`src/rtl/seq_det_rr_sched_if.sv`:
```
// Bundle of scheduler-facing signals for the time-multiplexed "101" detector.
// The master drives the serial channels and clear requests; the slave is the detector.
interface seq_det_rr_sched_if #(
  parameter int NCH = 4,
  parameter int CW  = 8
);
  localparam int CHW = (NCH > 1) ? $clog2(NCH) : 1;

  logic               en;
  logic [NCH-1:0]     ch_valid;
  logic [NCH-1:0]     ch_bit;
  logic [NCH-1:0]     ch_ready;
  logic               clr;
  logic [CHW-1:0]     clr_ch;
  logic               match_valid;
  logic [CHW-1:0]     match_ch;
  logic [NCH*CW-1:0]  hit_cnt;

  modport master (
    output en, ch_valid, ch_bit, clr, clr_ch,
    input  ch_ready, match_valid, match_ch, hit_cnt
  );

  modport slave (
    input  en, ch_valid, ch_bit, clr, clr_ch,
    output ch_ready, match_valid, match_ch, hit_cnt
  );
endinterface

```
`src/rtl/seq_det_rr_sched.sv`:
```
// One "101" Moore detector engine shared round-robin across NCH serial channels,
// with per-channel saved state, registered match pulse and saturating hit counters.
module seq_det_rr_sched #(
  parameter int NCH     = 4,
  parameter int OVERLAP = 0,
  parameter int CW      = 8
) (
  input logic               clk,
  input logic               rst,
  seq_det_rr_sched_if.slave bus
);
  localparam int CHW = (NCH > 1) ? $clog2(NCH) : 1;

  typedef enum logic [1:0] {
    IDLE = 2'd0,
    S1   = 2'd1,
    S10  = 2'd2,
    S101 = 2'd3
  } det_state_e;

  // With overlap, the trailing '1' of a match already counts as the start of the next "10".
  function automatic det_state_e det_next(input det_state_e s, input logic b);
    det_state_e n;
    n = IDLE;
    case (s)
      IDLE:    n = b ? S1 : IDLE;
      S1:      n = b ? S1 : S10;
      S10:     n = b ? S101 : IDLE;
      S101:    n = b ? S1 : ((OVERLAP != 0) ? S10 : IDLE);
      default: n = IDLE;
    endcase
    return n;
  endfunction

  det_state_e     state_q [NCH];
  det_state_e     state_d [NCH];
  logic [CW-1:0]  cnt_q   [NCH];
  logic [CW-1:0]  cnt_d   [NCH];
  logic [CHW-1:0] ptr_q, ptr_d;
  logic [CHW-1:0] match_ch_q, match_ch_d;
  logic           match_valid_q, match_valid_d;

  logic [CHW-1:0] grant_idx;
  logic [CHW:0]   probe;
  logic           grant_found;
  logic [NCH-1:0] ready;
  logic [NCH-1:0] clr_hit;
  logic           transfer;
  det_state_e     adv_state;

  // Rotating priority search starting at ptr; probe carries one extra bit so the wrap is exact.
  always_comb begin
    grant_found = 1'b0;
    grant_idx   = '0;
    probe       = '0;
    for (int i = 0; i < NCH; i++) begin
      probe = {1'b0, ptr_q} + (CHW+1)'(i);
      if (probe >= (CHW+1)'(NCH)) begin
        probe = probe - (CHW+1)'(NCH);
      end
      if (!grant_found && bus.ch_valid[probe[CHW-1:0]]) begin
        grant_found = 1'b1;
        grant_idx   = probe[CHW-1:0];
      end
    end
  end

  always_comb begin
    ready = '0;
    if (bus.en && grant_found) begin
      ready[grant_idx] = 1'b1;
    end
    transfer = |(bus.ch_valid & ready);
  end

  always_comb begin
    clr_hit = '0;
    for (int k = 0; k < NCH; k++) begin
      clr_hit[k] = bus.clr && (bus.clr_ch == CHW'(k));
    end
  end

  // A clear on the granted channel overrides its step, but the grant still moves the pointer.
  always_comb begin
    state_d       = state_q;
    cnt_d         = cnt_q;
    ptr_d         = ptr_q;
    match_valid_d = 1'b0;
    match_ch_d    = match_ch_q;
    adv_state     = det_next(state_q[grant_idx], bus.ch_bit[grant_idx]);

    if (transfer) begin
      ptr_d              = (grant_idx == CHW'(NCH-1)) ? '0 : grant_idx + CHW'(1);
      state_d[grant_idx] = adv_state;
      if ((adv_state == S101) && !clr_hit[grant_idx]) begin
        match_valid_d = 1'b1;
        match_ch_d    = grant_idx;
        if (cnt_q[grant_idx] != '1) begin
          cnt_d[grant_idx] = cnt_q[grant_idx] + CW'(1);
        end
      end
    end

    for (int k = 0; k < NCH; k++) begin
      if (clr_hit[k]) begin
        state_d[k] = IDLE;
        cnt_d[k]   = '0;
      end
    end
  end

  always_ff @(posedge clk) begin
    if (rst) begin
      for (int k = 0; k < NCH; k++) begin
        state_q[k] <= IDLE;
        cnt_q[k]   <= '0;
      end
      ptr_q         <= '0;
      match_valid_q <= 1'b0;
      match_ch_q    <= '0;
    end else begin
      state_q       <= state_d;
      cnt_q         <= cnt_d;
      ptr_q         <= ptr_d;
      match_valid_q <= match_valid_d;
      match_ch_q    <= match_ch_d;
    end
  end

  assign bus.ch_ready    = ready;
  assign bus.match_valid = match_valid_q;
  assign bus.match_ch    = match_ch_q;

  for (genvar g = 0; g < NCH; g++) begin : g_hit
    assign bus.hit_cnt[g*CW +: CW] = cnt_q[g];
  end
endmodule

```
`src/flat_wrapper.sv`:
```
// flat-port wrapper written by rule: the top's interface ports become plain ports
module seq_det_rr_sched_flat 
#(
  parameter int NCH     = 4,
  parameter int OVERLAP = 0,
  parameter int CW      = 8
)
  (clk, rst, bus_en, bus_ch_valid, bus_ch_bit, bus_clr, bus_clr_ch, bus_ch_ready, bus_match_valid, bus_match_ch, bus_hit_cnt);
  seq_det_rr_sched_if #(.NCH(NCH), .CW(CW)) bus_i ();
  input logic clk;
  input logic rst;
  input wire logic [$bits(bus_i.en)-1:0] bus_en;
  input wire logic [$bits(bus_i.ch_valid)-1:0] bus_ch_valid;
  input wire logic [$bits(bus_i.ch_bit)-1:0] bus_ch_bit;
  input wire logic [$bits(bus_i.clr)-1:0] bus_clr;
  input wire logic [$bits(bus_i.clr_ch)-1:0] bus_clr_ch;
  output wire logic [$bits(bus_i.ch_ready)-1:0] bus_ch_ready;
  output wire logic [$bits(bus_i.match_valid)-1:0] bus_match_valid;
  output wire logic [$bits(bus_i.match_ch)-1:0] bus_match_ch;
  output wire logic [$bits(bus_i.hit_cnt)-1:0] bus_hit_cnt;
  assign bus_i.en = bus_en;
  assign bus_i.ch_valid = bus_ch_valid;
  assign bus_i.ch_bit = bus_ch_bit;
  assign bus_i.clr = bus_clr;
  assign bus_i.clr_ch = bus_clr_ch;
  assign bus_ch_ready = bus_i.ch_ready;
  assign bus_match_valid = bus_i.match_valid;
  assign bus_match_ch = bus_i.match_ch;
  assign bus_hit_cnt = bus_i.hit_cnt;
  seq_det_rr_sched #(.NCH(NCH), .OVERLAP(OVERLAP), .CW(CW)) u_core (.clk(clk), .rst(rst), .bus(bus_i));
endmodule
```
`config.mk`:
```
export PLATFORM = sky130hd
export DESIGN_NAME = seq_det_rr_sched_flat
export DESIGN_NICKNAME = d
export VERILOG_FILES = /design/src/rtl/seq_det_rr_sched_if.sv /design/src/rtl/seq_det_rr_sched.sv /design/src/flat_wrapper.sv
export SDC_FILE = /design/constraint.sdc
export NUM_CORES = 1
export LEC_CHECK = 0
export BUFFER_PORTS_ARGS = -buffer_cell sky130_fd_sc_hd__buf_2
export CORE_MARGIN = 2
export CORE_UTILIZATION = 40
export DETAILED_ROUTE_END_ITERATION = 8
export GPL_TIMING_DRIVEN = 0
export PLACE_DENSITY_LB_ADDON = 0.3
export SYNTH_ARGS = -nofsm -noshare
export SYNTH_HDL_FRONTEND = slang
export SYNTH_SLANG_ARGS = --single-unit
```
`constraint.sdc`:
```
create_clock -name clk -period 4.6 [get_ports clk]
set_input_delay 0.69 -clock clk [delete_from_list [all_inputs] [get_ports clk]]
set_output_delay 0.69 -clock clk [all_outputs]
set_load 0.01 [all_outputs]
```
==> reports/qor.csv, run 1 <==
metric;value;unit
most common cell after layout, fill and taps aside;buf_2;
Area Growth Syn to Fin;16.2;%
row count;29;
Final period util;89.7;%
GP Congestion;0.973;
Leak;1.26;nW
Worst-path clk slew;0.09;ns
vias in the first global route;2645;
Setup Skew;0.0105;ns
Post-DRT Antenna Nets;0;
residual DRC count;0;
Die X;86.2;um
delay-heaviest family, CP;simple AND/OR/NAND/NOR gates;
final setup TNS;0;ns
global route overflow;0;
Setup violations, final;0;
Setup crit start kind;primary input;
Layout Cells excl Fill;469;
global-route wire length before repair;13800;um
post-synthesis xor/xnor area fraction;1.25;%
Worst Path Buf+Inv;4;
f_max;242;MHz
post-CTS setup buffer count;0;
largest net degree at the start of global routing;15;
core area;6460;um2
mux share of post-synthesis cell area;2.27;%
asr flop ratio synth;0;%
Avg Vias per Cell;6.16;
Synth Warn #;0;
final net count;410;
Synth Area in Simple Gates;30.2;%
CP endpoint kind;flop;
Final HPWL DP;6100;um
CTS buffer count;5;
most used routing layer;met2;
unrepaired setup endpoints after global routing;no;
Final Hold Viols;0;
Num Clock Sinks;45;
crit path kind;primary input to flop;
GRT met3 Usage;4.95;%
Rel. slew slack;46.9;%
met2 Track Usage GR;38.1;%
Post-Synthesis Cells;333;
antenna violations before repair;0;
Synth Area in Compound Gates;24.4;%
Placed Area;3060;um2
register area share after synthesis;33.3;%
worst skew pair latency;0.31;ns
via count;2888;
die area;7440;um2
Synthesized Nets;352;
clock buffer depth;2;
Final min period;4.13;ns
P per Cell Area;294;nW/um2
EDFF count, synth;0;
initial DRC count;297;
overall power;0.000923;W
final instance area;3140;um2
Die Ht;86.2;um
Hold Crit Class;flop to flop;
CP max FO;11;
htree depth;2;
post_cts resized;0;
FF+latch area;901;um2
Max Slew Vio Count;0;
Initial Util;41.9;%
area taken by multi-input logic gates;1630;um2
utilization after layout;48.7;%
router iterations before antenna repair;5;
placed instance count;461;
Wirelength per Cell;18.6;um
WP data required;4.76;ns
top cells by area, synth;dfxtp_1 (33%), a21oi_1 (7.8%), nand3_1 (6.8%), nor3_1 (4.8%), a211oi_1 (4.7%);
Post-Syn Area;2710;um2
status;complete, no violations;
top_reg_cell synth;dfxtp_1;
Synth Register Bits;45;
PortBufs;51;
critical path's largest stage delay;0.54;ns
GR Util met1;32.4;%
hold_sp;u_core.bus.match_ch[0];
# fillers;657;
CTS tree;done;
CP Cell Sequence;buf_2, nor2b_1, or4b_4, and2_4, clkinv_4, buf_6, ha_1, a22oi_1, a21boi_1, nor4bb_1, clkbuf_1, nand3_1, nor2_1, a211oi_1;
Root Buffer;clkbuf_8;
Mapped Avg Cell Area;8.12;um2
fraction of layout instances using a drive strength above 1;23.7;%
CP max-delay cell;or4b_4;
Synth top area share;33.3;%
post-synth cell types;50;
total wire length;8720;um
top cell type by total area after synthesis;dfxtp_1;
Critical Path Start;bus_ch_valid[2];
most frequent cells in the layout;buf_2 (60), dfxtp_1 (45), a21oi_1 (42);
IO Count;53;
GRT Util Overall;24.0;%
arrival time at the worst endpoint;4.29;ns
VDD IR max;0.150;mV
max-cap violations;0;
cts hold-fix bufs;0;
combinational family with the most area after synthesis;simple AND/OR/NAND/NOR gates;
reg-to-reg critical path startpoint;u_core.ptr_q[0];
reg2reg setup slack;0.67;ns
n_diodes;0;
Least-Margin Pin Slew;0.792;ns
adder-cell share of the synthesized area;2.31;%
-- per-stage QoR --
| stage | hold WS (ns) | setup WS (ns) |
|---|---|---|
| 6_report | 0.500 | 0.472 |
| 5_1_grt | 0.527 | 0.207 |
| 4_1_cts | 0.495 | 0.547 |
| 3_5_place_dp | 0.473 | 0.249 |
| 3_3_place_gp | 0.469 | 0.263 |
| 2_1_floorplan | 0.450 | 0.983 |
-- kinds of logic (layout without fill, tap and decap cells) --
group,after synthesis,in the layout
AO/OA/AOI/OAI,102,102
adder cells (fa/ha/maj),5,5
flip-flops,45,45
multiplexers,6,6
buffers and inverters,31,90
XOR/XNOR,3,3
AND/OR/NAND/NOR,141,141
-- power breakdown --
part / internal, W / switching [W]
clock: 0.000105 / 0.000146
combinational: 0.0000846 / 0.000182
sequential: 0.000398 / 0.00000661
total: 0.000588 / 0.000335
-- synth_stat cells, drive strengths merged, types with 5 or more instances --
master,count
a211oi,21
a21oi,42
and2,8
and3,12
buf,18
clkbuf,7
dfxtp,45
ha,5
inv,5
mux2i,5
nand2,10
nand3,37
nor2,17
nor2b,5
nor3,26
nor4,16
o21ai,18
-- flip-flops by register name (all words and copies together) (netlist names) --
register	cells
u_core.bus.hit_cnt	32
u_core.ptr_q	2
u_core.bus.match_ch	2
u_core.bus.match_valid	1
u_core.state_q	8
-- layout make-up --
class | instances | share of cell area (%)
Inverter | 6 | 0.876
Timing Repair Buffer | 51 | 8.12
Clock buffer | 5 | 2.19
Buffer | 25 | 4.54
Clock inverter | 3 | 0.557
Tap cell | 77 | 3.07
Sequential cell | 45 | 28.7
Multi-Input combinational cell | 257 | 52.0
-- tightest hold or removal path: cells and delay by family, from the launching register on --
family | cells | cell delay, ns
muxes | 1 | 0.06
and+or+nand+nor | 1 | 0.08
DFF | 1 | 0.33
-- layer usage --
metal  part of all wire (%)  vias up
li1                       -     1381
met1                     44     1366
met2                     47      127
met3                    7.6       14
met4                    1.7        0
met5                      0        -
-- final timing paths --
check,end,cells after the start
hold reg to reg,u_core.bus.match_ch[0],2
setup reg to reg,u_core.bus.hit_cnt[8],13
hold / removal,u_core.bus.match_ch[0],2
setup / recovery,u_core.bus.hit_cnt[8],14
No activity file was read; power rests on OpenSTA's default activity.
==> run 2, diff against run 1 <==
Settings changed: CORE_UTILIZATION 40 to 30.
==> reports/qor.csv, run 2 (synthesis gave the netlist of run 1 again) <==
metric;value;unit
final net count;410;
f_max;241;MHz
post-CTS setup buffer count;0;
crit path kind;primary input to flop;
Root Buffer;clkbuf_8;
Num Clock Sinks;45;
Post-DRT Antenna Nets;0;
Rel. slew slack;47.6;%
Min Hold Slack;0.507;ns
VDD IR max;0.124;mV
antenna violations before repair;0;
status;complete, no violations;
Worst R2R End;u_core.bus.hit_cnt[16];
final setup TNS;0;ns
hold_sp;u_core.state_q[2];
Wirelength per Cell;18.8;um
critical path's largest stage delay;0.54;ns
max FFs per register;32;
IO Count;53;
arrival time at the worst endpoint;4.31;ns
Final Hold Viols;0;
most frequent cells in the layout;buf_2 (60), dfxtp_1 (45), a21oi_1 (42);
CP max FO;11;
core area;8720;um2
Setup violations, final;0;
CTS buffer count;5;
global route overflow;0;
n_diodes;0;
P per Cell Area;296;nW/um2
PortBufs;51;
initial DRC count;152;
Least-Margin Pin Slew;0.781;ns
row count;34;
Final HPWL DP;6710;um
Hold Crit Class;flop to flop;
router iterations before antenna repair;4;
global-route wire length before repair;15100;um
vias in the first global route;2807;
Avg Vias per Cell;5.76;
utilization after layout;36.6;%
Area Growth Syn to Fin;17.9;%
Setup crit start kind;primary input;
cts hold-fix bufs;0;
htree depth;2;
die area;9790;um2
worst hold stages;2;
reg2reg setup slack;0.66;ns
Initial Util;31.0;%
fraction of layout instances using a drive strength above 1;23.7;%
residual DRC count;0;
reg-to-reg critical path startpoint;u_core.ptr_q[0];
worst skew pair latency;0.31;ns
CP Cell Sequence;buf_2, nor2b_1, or4b_4, and2_4, clkinv_4, buf_6, ha_1, a22oi_1, a21boi_1, nor4bb_1, clkbuf_1, nand3_1, nor2_1, a211oi_1;
via count;2881;
Final min period;4.14;ns
Die X;99.0;um
most common cell after layout, fill and taps aside;buf_2;
Final period util;90.0;%
CTS tree;done;
CP max-delay cell;or4b_4;
Worst-path clk slew;0.10;ns
R2R cell count;13;
largest net degree at the start of global routing;17;
GP Congestion;0.896;
post_cts resized;0;
clock buffer depth;2;
Setup Skew;0.00473;ns
Placed Area;3100;um2
Hold Path Sink;u_core.state_q[2];
GRT Util Overall;19.4;%
final instance area;3190;um2
Die Ht;99.0;um
max-cap violations;0;
CP endpoint kind;flop;
Max Slew Vio Count;0;
Leak;1.26;nW
total wire length;9380;um
unrepaired setup endpoints after global routing;no;
WP data required;4.77;ns
-- run 2: cell count changes in the layout (fill, tap and decap cells not counted), sizes merged --
cell / previous run / this run
inv: 5 / 7
clkinv: 3 / 1
-- run 2: metrics by stage --
| stage | power [W] | setup WS, ns | cells |
|---|---|---|---|
| final | 0.000943 | 0.458 | 500 |
| after global routing | 0.000992 | 0.200 | 500 |
| after detailed placement | 0.000680 | 0.167 | 492 |
| after floorplan | 0.000602 | 0.983 | 333 |
| after CTS | 0.000945 | 0.492 | 500 |
| after global placement | 0.000678 | 0.196 | 492 |
-- run 2: worst max-delay path by stage --
stage / startpoint / end
6_report: bus_ch_valid[2] / u_core.bus.hit_cnt[16]
3_5_place_dp: bus_ch_valid[2] / u_core.bus.hit_cnt[27]
4_1_cts: bus_ch_valid[2] / u_core.bus.hit_cnt[27]
5_1_grt: bus_ch_valid[2] / u_core.bus.hit_cnt[27]
3_3_place_gp: bus_ch_valid[2] / u_core.bus.hit_cnt[21]
2_1_floorplan: bus_ch_valid[2] / u_core.bus.hit_cnt[21]
-- run 2: area by class of cell --
| class | instances | area, um2 |
|---|---|---|
| clock inverters | 3 | 25.0 |
| repair buffers | 51 | 255 |
| plain buffers | 25 | 143 |
| flip-flops and latches | 45 | 901 |
| clock buffers | 5 | 68.8 |
| fillers | 923 | 5530 |
| well taps | 108 | 135 |
| multi-input cells | 257 | 1630 |
| inverters | 6 | 27.5 |
-- run 2: worst max-delay path, delay by kind of cell --
family          cells  cell delay [ns]
compound gates      3             0.67
simple gates        6             1.94
fa+ha+maj           1             0.32
buf+inv             4             0.67
-- run 2: where the power goes --
group	internal [W]	switching [W]	total, W
Clock	0.000111	0.000157	0.000268
Combinational	0.0000844	0.000186	0.000270
Sequential	0.000398	0.00000652	0.000405
Total	0.000594	0.000349	0.000943
-- run 2: metal layers --
metal  wire length, um  track usage [%]
met2              4330             30.3
met4               138             5.80
met3               671             3.55
met5                 0                0
met1              4240             27.3
